$ cat src/rtl/mux_pkg.sv
// Shared types for the registered channel mux: FSM state encoding and out-of-range fill value.
// Latency: n/a (package only).
// Backpressure: n/a (package only).
package mux_pkg;

    typedef enum logic [1:0] {
        EMPTY = 2'd0,
        ONE   = 2'd1,
        FULL  = 2'd2
    } mux_state_t;

    // Fill bit replicated across the word when the select names no channel.
    localparam logic OOR_FILL_BIT = 1'b0;

endpackage : mux_pkg

$ cat src/rtl/mux_sel_comb.sv
// N:1 W-bit combinational selector; a select past the last channel yields an all-zero word.
// Latency: 0 cycles (pure combinational).
// Backpressure: none; the caller owns any handshake.
module mux_sel_comb
    import mux_pkg::*;
#(
    parameter  int WIDTH    = 4,
    parameter  int CHANNELS = 2,
    localparam int SELW     = $clog2(CHANNELS)
) (
    input  logic [CHANNELS*WIDTH-1:0] in_i,
    input  logic [SELW-1:0]           sel_i,
    output logic [WIDTH-1:0]          dat_o
);

    // Compare against each legal index so no part-select can fall off the bus.
    always_comb begin
        dat_o = {WIDTH{OOR_FILL_BIT}};
        for (int k = 0; k < CHANNELS; k++) begin
            if (sel_i == SELW'(k)) begin
                dat_o = in_i[k*WIDTH +: WIDTH];
            end
        end
    end

endmodule : mux_sel_comb

$ cat src/rtl/mux_pipe_skid.sv
// Registered N:1 mux with valid/ready handshake and a 2-entry (main + skid) buffer; MUX_PARITY_EN adds o_par_o.
// Latency: 1 cycle from accepted beat to o_vld_o when empty.
// Backpressure: absorbs one stalled beat in the skid reg; in_rdy_o comes from registered state only.
module mux_pipe_skid
    import mux_pkg::*;
#(
    parameter  int WIDTH    = 4,
    parameter  int CHANNELS = 2,
    localparam int SELW     = $clog2(CHANNELS)
) (
    input  logic                      clk_i,
    input  logic                      rst_ni,
    input  logic [CHANNELS*WIDTH-1:0] in_i,
    input  logic [SELW-1:0]           sel_i,
    input  logic                      in_vld_i,
    output logic                      in_rdy_o,
    output logic [WIDTH-1:0]          o_dat_o,
    output logic                      o_vld_o,
    input  logic                      o_rdy_i
`ifdef MUX_PARITY_EN
    ,
    output logic                      o_par_o
`endif
);

    mux_state_t       state_q, state_d;
    logic [WIDTH-1:0] main_q, main_d;
    logic [WIDTH-1:0] skid_q, skid_d;
    logic [WIDTH-1:0] sel_dat;
    logic             push;
    logic             pop;

    mux_sel_comb #(
        .WIDTH    (WIDTH),
        .CHANNELS (CHANNELS)
    ) u_sel (
        .in_i  (in_i),
        .sel_i (sel_i),
        .dat_o (sel_dat)
    );

    assign in_rdy_o = (state_q != FULL);
    assign o_vld_o  = (state_q != EMPTY);
    assign o_dat_o  = main_q;
    assign push     = in_vld_i & in_rdy_o;
    assign pop      = o_vld_o & o_rdy_i;

`ifdef MUX_PARITY_EN
    logic par_main_q, par_main_d;
    logic par_skid_q, par_skid_d;
    logic sel_par;

    assign sel_par = ^sel_dat;
    assign o_par_o = par_main_q;
`endif

    always_comb begin
        state_d = state_q;
        main_d  = main_q;
        skid_d  = skid_q;
`ifdef MUX_PARITY_EN
        par_main_d = par_main_q;
        par_skid_d = par_skid_q;
`endif
        case (state_q)
            EMPTY: begin
                if (push) begin
                    main_d  = sel_dat;
                    state_d = ONE;
`ifdef MUX_PARITY_EN
                    par_main_d = sel_par;
`endif
                end
            end
            ONE: begin
                if (push && pop) begin
                    main_d = sel_dat;
`ifdef MUX_PARITY_EN
                    par_main_d = sel_par;
`endif
                end else if (push) begin
                    skid_d  = sel_dat;
                    state_d = FULL;
`ifdef MUX_PARITY_EN
                    par_skid_d = sel_par;
`endif
                end else if (pop) begin
                    state_d = EMPTY;
`ifdef MUX_PARITY_EN
                    // Parity reads 0 whenever nothing is held.
                    par_main_d = 1'b0;
`endif
                end
            end
            FULL: begin
                if (pop) begin
                    main_d  = skid_q;
                    state_d = ONE;
`ifdef MUX_PARITY_EN
                    par_main_d = par_skid_q;
`endif
                end
            end
            default: begin
                state_d = EMPTY;
            end
        endcase
    end

    always_ff @(posedge clk_i or negedge rst_ni) begin
        if (!rst_ni) begin
            state_q <= EMPTY;
            main_q  <= '0;
            skid_q  <= '0;
        end else begin
            state_q <= state_d;
            main_q  <= main_d;
            skid_q  <= skid_d;
        end
    end

`ifdef MUX_PARITY_EN
    always_ff @(posedge clk_i or negedge rst_ni) begin
        if (!rst_ni) begin
            par_main_q <= 1'b0;
            par_skid_q <= 1'b0;
        end else begin
            par_main_q <= par_main_d;
            par_skid_q <= par_skid_d;
        end
    end
`endif

endmodule : mux_pipe_skid
$ cat config.mk
export PLATFORM = sky130hd
export DESIGN_NAME = mux_pipe_skid
export DESIGN_NICKNAME = d
export VERILOG_FILES = /design/src/rtl/mux_pkg.sv /design/src/rtl/mux_sel_comb.sv /design/src/rtl/mux_pipe_skid.sv
export SDC_FILE = /design/constraint.sdc
export NUM_CORES = 1
export LEC_CHECK = 0
export ABC_AREA = 1
export CAP_MARGIN = 0
export CORE_MARGIN = 5
export CORE_UTILIZATION = 42
export DETAILED_ROUTE_END_ITERATION = 12
export PLACE_DENSITY_LB_ADDON = 0.15
export SYNTH_ARGS = -nofsm -noshare
export SYNTH_HDL_FRONTEND = slang
export SYNTH_SLANG_ARGS = --single-unit
$ cat constraint.sdc
create_clock -name clk_i -period 1.1 [get_ports clk_i]
set_input_delay 0.33 -clock clk_i [delete_from_list [all_inputs] [get_ports clk_i]]
set_output_delay 0.33 -clock clk_i [all_outputs]
set_load 0.01 [all_outputs]
After elaboration in Yosys (flattened, before gate mapping)
Cells that the tools add are included.
Storage, ports and cells
  flip-flop bits (word level): 10
  input bits: 13
  output and inout port bits: 6
  word-level logic and storage cells: 32
Operators by class
  eq/ne operators: 8
  multiplexer cells: 11
  bitwise operators: 3
  reduce and logical (&&, ||, !) cells: 7
Operators by type and width (number)
  $mux 4: 4
  $pmux 4 s3: 1
  $mux 2: 5
  $ne 2x2->1 const B: 5
  $reduce_and 4->1: 2
  $pmux 2 s3: 1
  $ne 3x3->1 const B: 1
  $reduce_and 3->1: 1
  $reduce_bool 3->1: 1
  $and 1x1->1: 2
  $eq 2x1->1 const B: 1
  $eq 2x2->1 const B: 1
  $logic_not 2->1: 1
  $reduce_bool 2->1: 1
  $logic_and 1x1->1: 1
  $not 1->1: 1

Longest topological paths before layout
  depth in word-level cells: 6
  depth in mapped cells: 7
  gate-level depth less buffers: 7

Cells and area by module
A second synthesis with hierarchy kept.
Second synthesis, totals
  cells, all modules: 75
  area, all modules: 530.5 µm²
Modules (own cells, without submodules)
  mux_pipe_skid: times used 1, cells an instance 62, area each 481.7 µm², sequential area each 250.2 µm²
  mux_sel_comb: times used 1, cells an instance 13, area each 48.8 µm², sequential area each 0.0 µm²

Worst setup path before layout
Ideal clock, no wire load.
  kind: register -> register
  start point: register state_q[0]
  end point: register main_q[0], in the netlist o_dat_o[0]
  library setup time: 0.065 ns
  arrival: 0.954 ns
  required time: 1.035 ns
  path slack: 0.081 ns
  cell stages (with the launch flop): 8
  buffers on the path: 0
  period minus slack after synthesis: 1.019 ns
  path through: dfrtp_1 -> inv_1 -> nand2_1 -> inv_1 -> nand2_1 -> nand2_1 -> nand3_1 -> nand2_1
On the way
  longest elaborated chain between the ends: 5
  elaborated cells between the ends (all ways): 14
  those cells by class: 6 x eq/ne; 1 x mux; 2 x bitwise; 5 x reduce/logical
RTL lines
  start: declaration: RTL line mux_pipe_skid.sv:26  | mux_state_t state_q, state_d;
  start signal: assignment: RTL line mux_pipe_skid.sv:116  | state_q <= state_d;
  $ne 2x2->1 *: RTL line mux_pipe_skid.sv:42  | assign in_rdy_o = (state_q != FULL);
  named net in_rdy_o: RTL line mux_pipe_skid.sv:16  | output logic in_rdy_o,
  $and 1x1->1 *: RTL line mux_pipe_skid.sv:45  | assign push = in_vld_i & in_rdy_o;
  $logic_and 1x1->1: RTL line mux_pipe_skid.sv:76  | if (push && pop) begin
  $ne 2x2->1 (no line)
  $reduce_and 4->1 (no line) *
  end signal: assignment: RTL line mux_pipe_skid.sv:117  | main_q <= main_d;
  end: declaration: RTL line mux_pipe_skid.sv:27  | logic [WIDTH-1:0] main_q, main_d;
The timed path passes the listed nets; every way through them passes the cells marked *.
A chain may end at the register's enable or synchronous reset.

Worst setup path in the final report
  start point: register state_q[0]
  end point: output o_vld_o
On the way
  longest elaborated chain between the ends: 1
RTL lines
  $reduce_bool 2->1: RTL line mux_pipe_skid.sv:43  | assign o_vld_o = (state_q != EMPTY);
  end: declaration: RTL line mux_pipe_skid.sv:18  | output logic o_vld_o,
No other way between the ends.

==> impl_metrics.toml <==
[sta]
rsz0062_at_grt = "yes"
skew_ps = 5.86
max-slew-margin-rel = 0.872
fin_ws_ps = -217
fin_crit_ps = 1320
slew_viol_final = 0
hold_viol = 0
setup-tns-final_ps = -832
fmax_ghz = 0.759
tightest_slew_ps = 192
fin_hold_ws_ps = 379
period_share = 1.20
setup_viol = 12

[pwr]
p_per_area_mw_per_mm2 = 2250
vdd_drop_max_mv = 1.37
leakage_nw = 0.536
power_mw = 2.15

[finish]
fillerInstances = 112
synthToLayoutAreaGrowth_pct = 73.6
instances_no_fill = 134
postLayoutCellArea_um2 = 956
insertedDiodeCount = 0
final_core_util = 0.753
fin_nets = 133
layout-drive-gt1-share = 0.328
final_common_cell = "nand2_1"
final_cell_mix = "35 x nand2_1, 13 x inv_1, 10 x clkdlybuf4s50_1, 10 x dfrtp_1, 9 x buf_4"

[yosys]
synthTopCellsByArea = "dfrtp_1 45%, nand2_1 27%, inv_1 11%, nand3_1 9.1%, o21ai_0 3.6%"
synth_seq_area_share = 0.455
synth_area_um2 = 551
ys_ff_latch = 10
synth_top_cell_area_share = 0.455
avgSynthCellArea_um2 = 6.63
syn_nets = 96
yosysTopAreaCell = "dfrtp_1"
syn_inst = 83
synth_warnings = 0
synth.distinct_cells = 8

[die]
core_area_mm2 = 0.00127
die_w_um = 46.2
rows = 13
initial_core_util = 0.434
die_height_um = 46.2
die-area_mm2 = 0.00213
io_pins = 19

[placement]
dpl_cell_area_um2 = 860
portBuffers = 18
place_hpwl_um = 1160
dpl_worst_slack_ps = -366
routabilityCongestion = 0.848
placed_cells_incl_taps = 129

[global_route]
grt_pass1_vias = 630
grt_pass1_wl_um = 2730
grt_max_degree = 11
grt_usage = 0.184
antenna_found_initial = 0
grt_remaining_overflow = 0

[setup_path]
cp.arrival_ps = 990
crit_fanout = 3
end_kind = "primary output"
cp-start-kind = "flip-flop"
path_class = "flip-flop to primary output"
cp_data_required_time_ps = 770

[clock_network]
clock-sinks = 10
cts_hold_buffers = 0
cts_tree = "yes"
cts_root_buf = "clkbuf_4"
insertion_delay_ps = 270
clk_pin_slew_ps = 70
numCtsBuffers = 3
cts_max_level = 1
cts_buffer_depth = 2

[route]
num_vias = 638
post-route-drc-count = 0
wirelength_um = 1610
via_per_inst = 4.76
wire_per_inst_um = 12.0
ant_nets = 0
drt_iter0_drc = 13
firstDrtPassIters = 4

[outcome]
violations = "negative setup slack"
outcome = "finished, violations left"

[job]
max-cap-violations = 0

[hold_path]
holdCritPathClass = "input pin to asynchronous set/reset pin"
## layout make-up
class	count	area, µm²	share of cell area
Multi-Input combinational cell	58	315	0.330
Sequential cell	10	250	0.262
Inverter	16	60.1	0.0628
Clock buffer	4	36.3	0.0380
Tap cell	15	18.8	0.0196
Timing Repair Buffer	31	275	0.288
## power breakdown
| group | leakage, nW | internal [mW] | switching, mW |
|---|---|---|---|
| logic | 0.391 | 0.567 | 0.592 |
| clock network | 0.0210 | 0.201 | 0.136 |
| registers | 0.123 | 0.543 | 0.112 |
| total | 0.536 | 1.31 | 0.841 |
## what timing repair did
item,CTS,global route
pin swaps,11,6
setup buffers,0,1
setup endpoints to repair,15,16
resized for setup,44,8
cloned,1,0
## Yosys cell counts
library cell,number
o21ai_0,4
dfrtp_1,10
inv_1,16
nor2_1,2
nand2_1,39
nand3_2,1
nand3_1,10
nand4_1,1
## critical path, cell delays in order, from the launching register on
cell	delay, ps
dfrtp_1	410
nor2_2	140
inv_1	40
buf_2	130
## per-layer routing
layer / GRT usage / part of all wire / up-vias
li1: - / - / 328
met1: 0.214 / 0.42 / 293
met2: 0.319 / 0.52 / 12
met4: 0.0852 / 0.019 / 0
met5: 0 / 0 / -
met3: 0.0352 / 0.036 / 5
## worst paths after layout
kind                       cells past startpoint        from  slack (ps)         end
max                                            3  state_q[0]        -220     o_vld_o
min                                            2      rst_ni         380   skid_q[3]
max reg2reg                                    7  state_q[1]         -90  o_dat_o[0]
min reg2reg                                    2  o_dat_o[0]         490  o_dat_o[0]
max in group asynchronous                      2      rst_ni         610  o_dat_o[0]
min in group clk_i                             2  o_dat_o[0]         490  o_dat_o[0]
## cells by family after synthesis
family | count (synthesis) | synth area share
simple gates | 53 | 0.400
buf+inv | 16 | 0.109
flops | 10 | 0.455
compound gates | 4 | 0.0364
## sequential cells by signal, summed over array words and instances (netlist names)
name and count:
skid_q 4, o_dat_o 4, state_q 2
Power figures use the tool's default switching activity.
==> RTL change 1, RTL diff (same flow settings) <==
Add a define of `MUX_PARITY_EN`.
--- a/src/rtl/mux_pipe_skid.sv
+++ b/src/rtl/mux_pipe_skid.sv
@@ -3,2 +3,4 @@
 // Backpressure: absorbs one stalled beat in the skid reg; in_rdy_o comes from registered state only.
+`define MUX_PARITY_EN
+
 module mux_pipe_skid
Check against the original RTL (old outputs only; new: o_par_o): equivalent (equiv_simple and equiv_induct, registers matched by name and starting in step).
==> RTL change 1 against the original RTL <==
Sequential cell count increased by 2. Hold slack got worse by 0.027 ns. Critical path type is now register to register. Total power increased by 66%. Combinational power increased by 110%. Highest routed layer unchanged. Setup slack got worse by 0.21 ns. Synthesized area increased by 70%. Largest cell class unchanged. Count of clock-buffer cells in the layout unchanged. The run still ends with negative setup slack left. Sequential share of layout area decreased by 5.5 points. Routed wire length increased by 33%. Design area increased by 52%.
==> RTL change 1: results <==
metrics = {
    "yosys": {
        "synth_area_leaders": "dfrtp_1 32%, nand2_1 18%, nand2_2 10%",
        "synthTopCellsByCount": "45 x nand2_1, 15 x nand2_2, 13 x inv_1",
        "yosys.cell_types.count": 18,
        "synth_nets": 146,
        "synth_area_per_cell_um2": 7.312,
    },
    "drt": {
        "wl_met1_um": 923,
        "via_count": 908,
        "detail_route.wl_per_cell_um": 10.93,
        "met3_length_um": 118,
        "wl_met2_um": 1096,
        "drt_iter0_markers": 15,
    },
    "clocking": {
        "cts.repair.resized": 35,
    },
    "timing": {
        "finalSetupTns_ns": -5.695,
        "skew_ns": 0.002241,
        "relSlewSlack_pct": 85.46,
        "setup_ws_ns": -0.4321,
        "finalSetupViolations": 19,
    },
    "global_routing": {
        "use_met1_pct": 17.24,
        "grt_pass1_wl_um": 3643,
        "grt_usage_pct": 13.89,
        "grt_max_degree": 13,
        "grt.met2_usage_pct": 23.98,
        "first_global_vias": 844,
    },
    "placed_design": {
        "place_hpwl_um": 1705,
        "place_area_um2": 1323,
        "io_buffers": 19,
        "dp_cells": 188,
    },
    "worst_setup_path": {
        "critPathMaxFanout": 8,
        "crit_arrival_ns": 1.69,
        "worst_path_dominant_cell_family": "simple AND/OR/NAND/NOR gates",
    },
    "pwr": {
        "ir_worst_vdd_mv": 1.658,
        "p_per_area_nw_per_um2": 2454,
    },
    "finish": {
        "drive_above_1_share_pct": 44.97,
        "finalNonFillerCells": 197,
    },
    "run_status": {
        "status": "complete, but fails checks",
        "violations": "negative setup slack",
    },
}
## RTL change 1: changes by cell type after synthesis, moves of 2 or more
cell	change
nand2_1	+6
a21oi_2	+2
inv_1	-3
dfrtp_1	+2
o21ai_0	+4
inv_2	+4
nor2_1	+3
ha_1	+5
nand2_4	+6
o21ai_1	+5
nand2_2	+15
nand3_1	-9
## RTL change 1: final cells by class
cell class / instances / area share, %
Timing Repair Buffer: 38 / 22.55
Sequential cell: 12 / 20.65
Clock buffer: 4 / 2.496
Inverter: 18 / 6.024
Multi-Input combinational cell: 97 / 45.87
Tap cell: 28 / 2.410
## RTL change 1: logic make-up (layout without fill, tap and decap cells)
group,after synthesis,after routing,synth area share (%)
adder cells (fa/ha/maj),5,5,6.684
AO/OA/AOI/OAI,17,17,10.29
AND/OR/NAND/NOR,75,75,41.71
flip-flops,12,12,32.09
buffers and inverters,19,60,9.224
## RTL change 1: path summary, 6_finish.rpt
check	start	end	slack, ns
worst min-delay path	rst_ni	o_dat_o[0]$_DFFE_PN0P_	0.35
max in group asynchronous	rst_ni	skid_q[2]$_DFFE_PN0P_	0.59
worst max register to register	state_q[1]$_DFFE_PN0P_	o_dat_o[2]$_DFFE_PN0P_	-0.43
worst max-delay path	state_q[1]$_DFFE_PN0P_	o_dat_o[2]$_DFFE_PN0P_	-0.43
worst min register to register	skid_q[3]$_DFFE_PN0P_	skid_q[3]$_DFFE_PN0P_	0.48
min in group clk_i	skid_q[3]$_DFFE_PN0P_	skid_q[3]$_DFFE_PN0P_	0.48
## RTL change 1: power breakdown
| group | switching [W] | internal, W | leakage [nW] |
|---|---|---|---|
| logic | 0.00130 | 0.00113 | 0.578 |
| clock network | 0.000144 | 0.000201 | 0.0210 |
| registers | 0.000118 | 0.000669 | 0.147 |
| total | 0.00156 | 0.00200 | 0.746 |
==> RTL change 2, RTL diff (same flow settings) <==
Made on the original files. Encoding of `mux_state_t`: now one-hot (3 bits for 3 states).
--- a/src/rtl/mux_pkg.sv
+++ b/src/rtl/mux_pkg.sv
@@ -5,6 +5,6 @@
 
-    typedef enum logic [1:0] {
-        EMPTY = 2'd0,
-        ONE   = 2'd1,
-        FULL  = 2'd2
+    typedef enum logic [2:0] {
+        EMPTY = 3'b001,
+        ONE   = 3'b010,
+        FULL  = 3'b100
     } mux_state_t;
Formal check against the unedited RTL: same outputs for any inputs over 10 cycles, from zero or initial values and one cycle with rst_ni low; not proved beyond that.
==> RTL change 2 against the original RTL <==
The run still ends with negative setup slack left. Sequential cell count is 1 higher. Register-to-register slack worse by 0.18 ns. Synthesized area up 23%. Clock skew down 0.0037 ns. Via count up 15%. Global-route usage decreased by 2.7 points. Routed wire length increased by 13%. Critical path depth did not move. Setup slack worse by 0.094 ns. Synthesized cell count is 9.6% higher. Design area up 11%. Total power grew 12%.
==> RTL change 2: results <==
metrics = {
    "run_status": {
        "status": "complete, but fails checks",
        "violations": "negative setup slack",
    },
    "yosys": {
        "seq_area_frac_synth_pct": 40.77,
        "synth_nets": 104,
        "synthTopCellsByCount": "26 x nand2_1, 12 x inv_1, 11 x o21ai_0",
    },
    "placed_design": {
        "pre_cts_slack_ns": -0.4374,
        "place_hpwl_um": 1166,
        "place_area_um2": 952.2,
    },
    "worst_setup_path": {
        "rr_worst_depth": 8,
        "slowest_delay_ns": 0.60,
    },
    "timing": {
        "finalSetupViolations": 17,
        "setup_ws_ns": -0.3116,
        "skew_ns": 0.002164,
        "worst-slew-pin-transition_ns": 0.3125,
    },
    "clocking": {
        "cts.sinks": 11,
    },
    "drt": {
        "via_per_inst": 5.007,
        "drt_iter0_markers": 26,
        "wl_met1_um": 749,
        "wl_met2_um": 847,
        "via_count": 731,
    },
    "pwr": {
        "p_int_w": 0.001417,
        "p_leak_nw": 0.5444,
    },
    "finish": {
        "inv_count": 17,
        "clock_area_share_pct": 2.468,
        "final_nets": 144,
    },
    "global_routing": {
        "grtUsageMet3_pct": 3.846,
        "use_met1_pct": 18.78,
    },
}
-- RTL change 2: cell types whose count changed in the layout (fill, tap and decap cells not counted), moves of 5 or more --
cell	change
nand2_1	-11
buf_4	+5
nand3_2	-5
o21ai_0	+6
-- RTL change 2: kinds of logic after synthesis --
family | count (synthesis) | synth area share (%)
buffers and inverters | 18 | 11.07
DFF | 11 | 40.78
and+or+nand+nor | 48 | 37.64
AOI/OAI and AO/OA | 14 | 10.52
-- RTL change 2: how the worst max path moves through the flow --
stage / startpoint / to / slack (ns)
after detailed placement: state_q[0]$_DFFE_PN1P_ / in_rdy_o / -0.44
after global routing: state_q[1]$_DFFE_PN0P_ / in_rdy_o / -0.36
after CTS: state_q[1]$_DFFE_PN0P_ / in_rdy_o / -0.32
after floorplan: state_q[0]$_DFFE_PN1P_ / o_dat_o[0]$_DFFE_PN0P_ / -0.04
after global placement: state_q[0]$_DFFE_PN1P_ / in_rdy_o / -0.43
final: state_q[0]$_DFFE_PN1P_ / in_rdy_o / -0.31
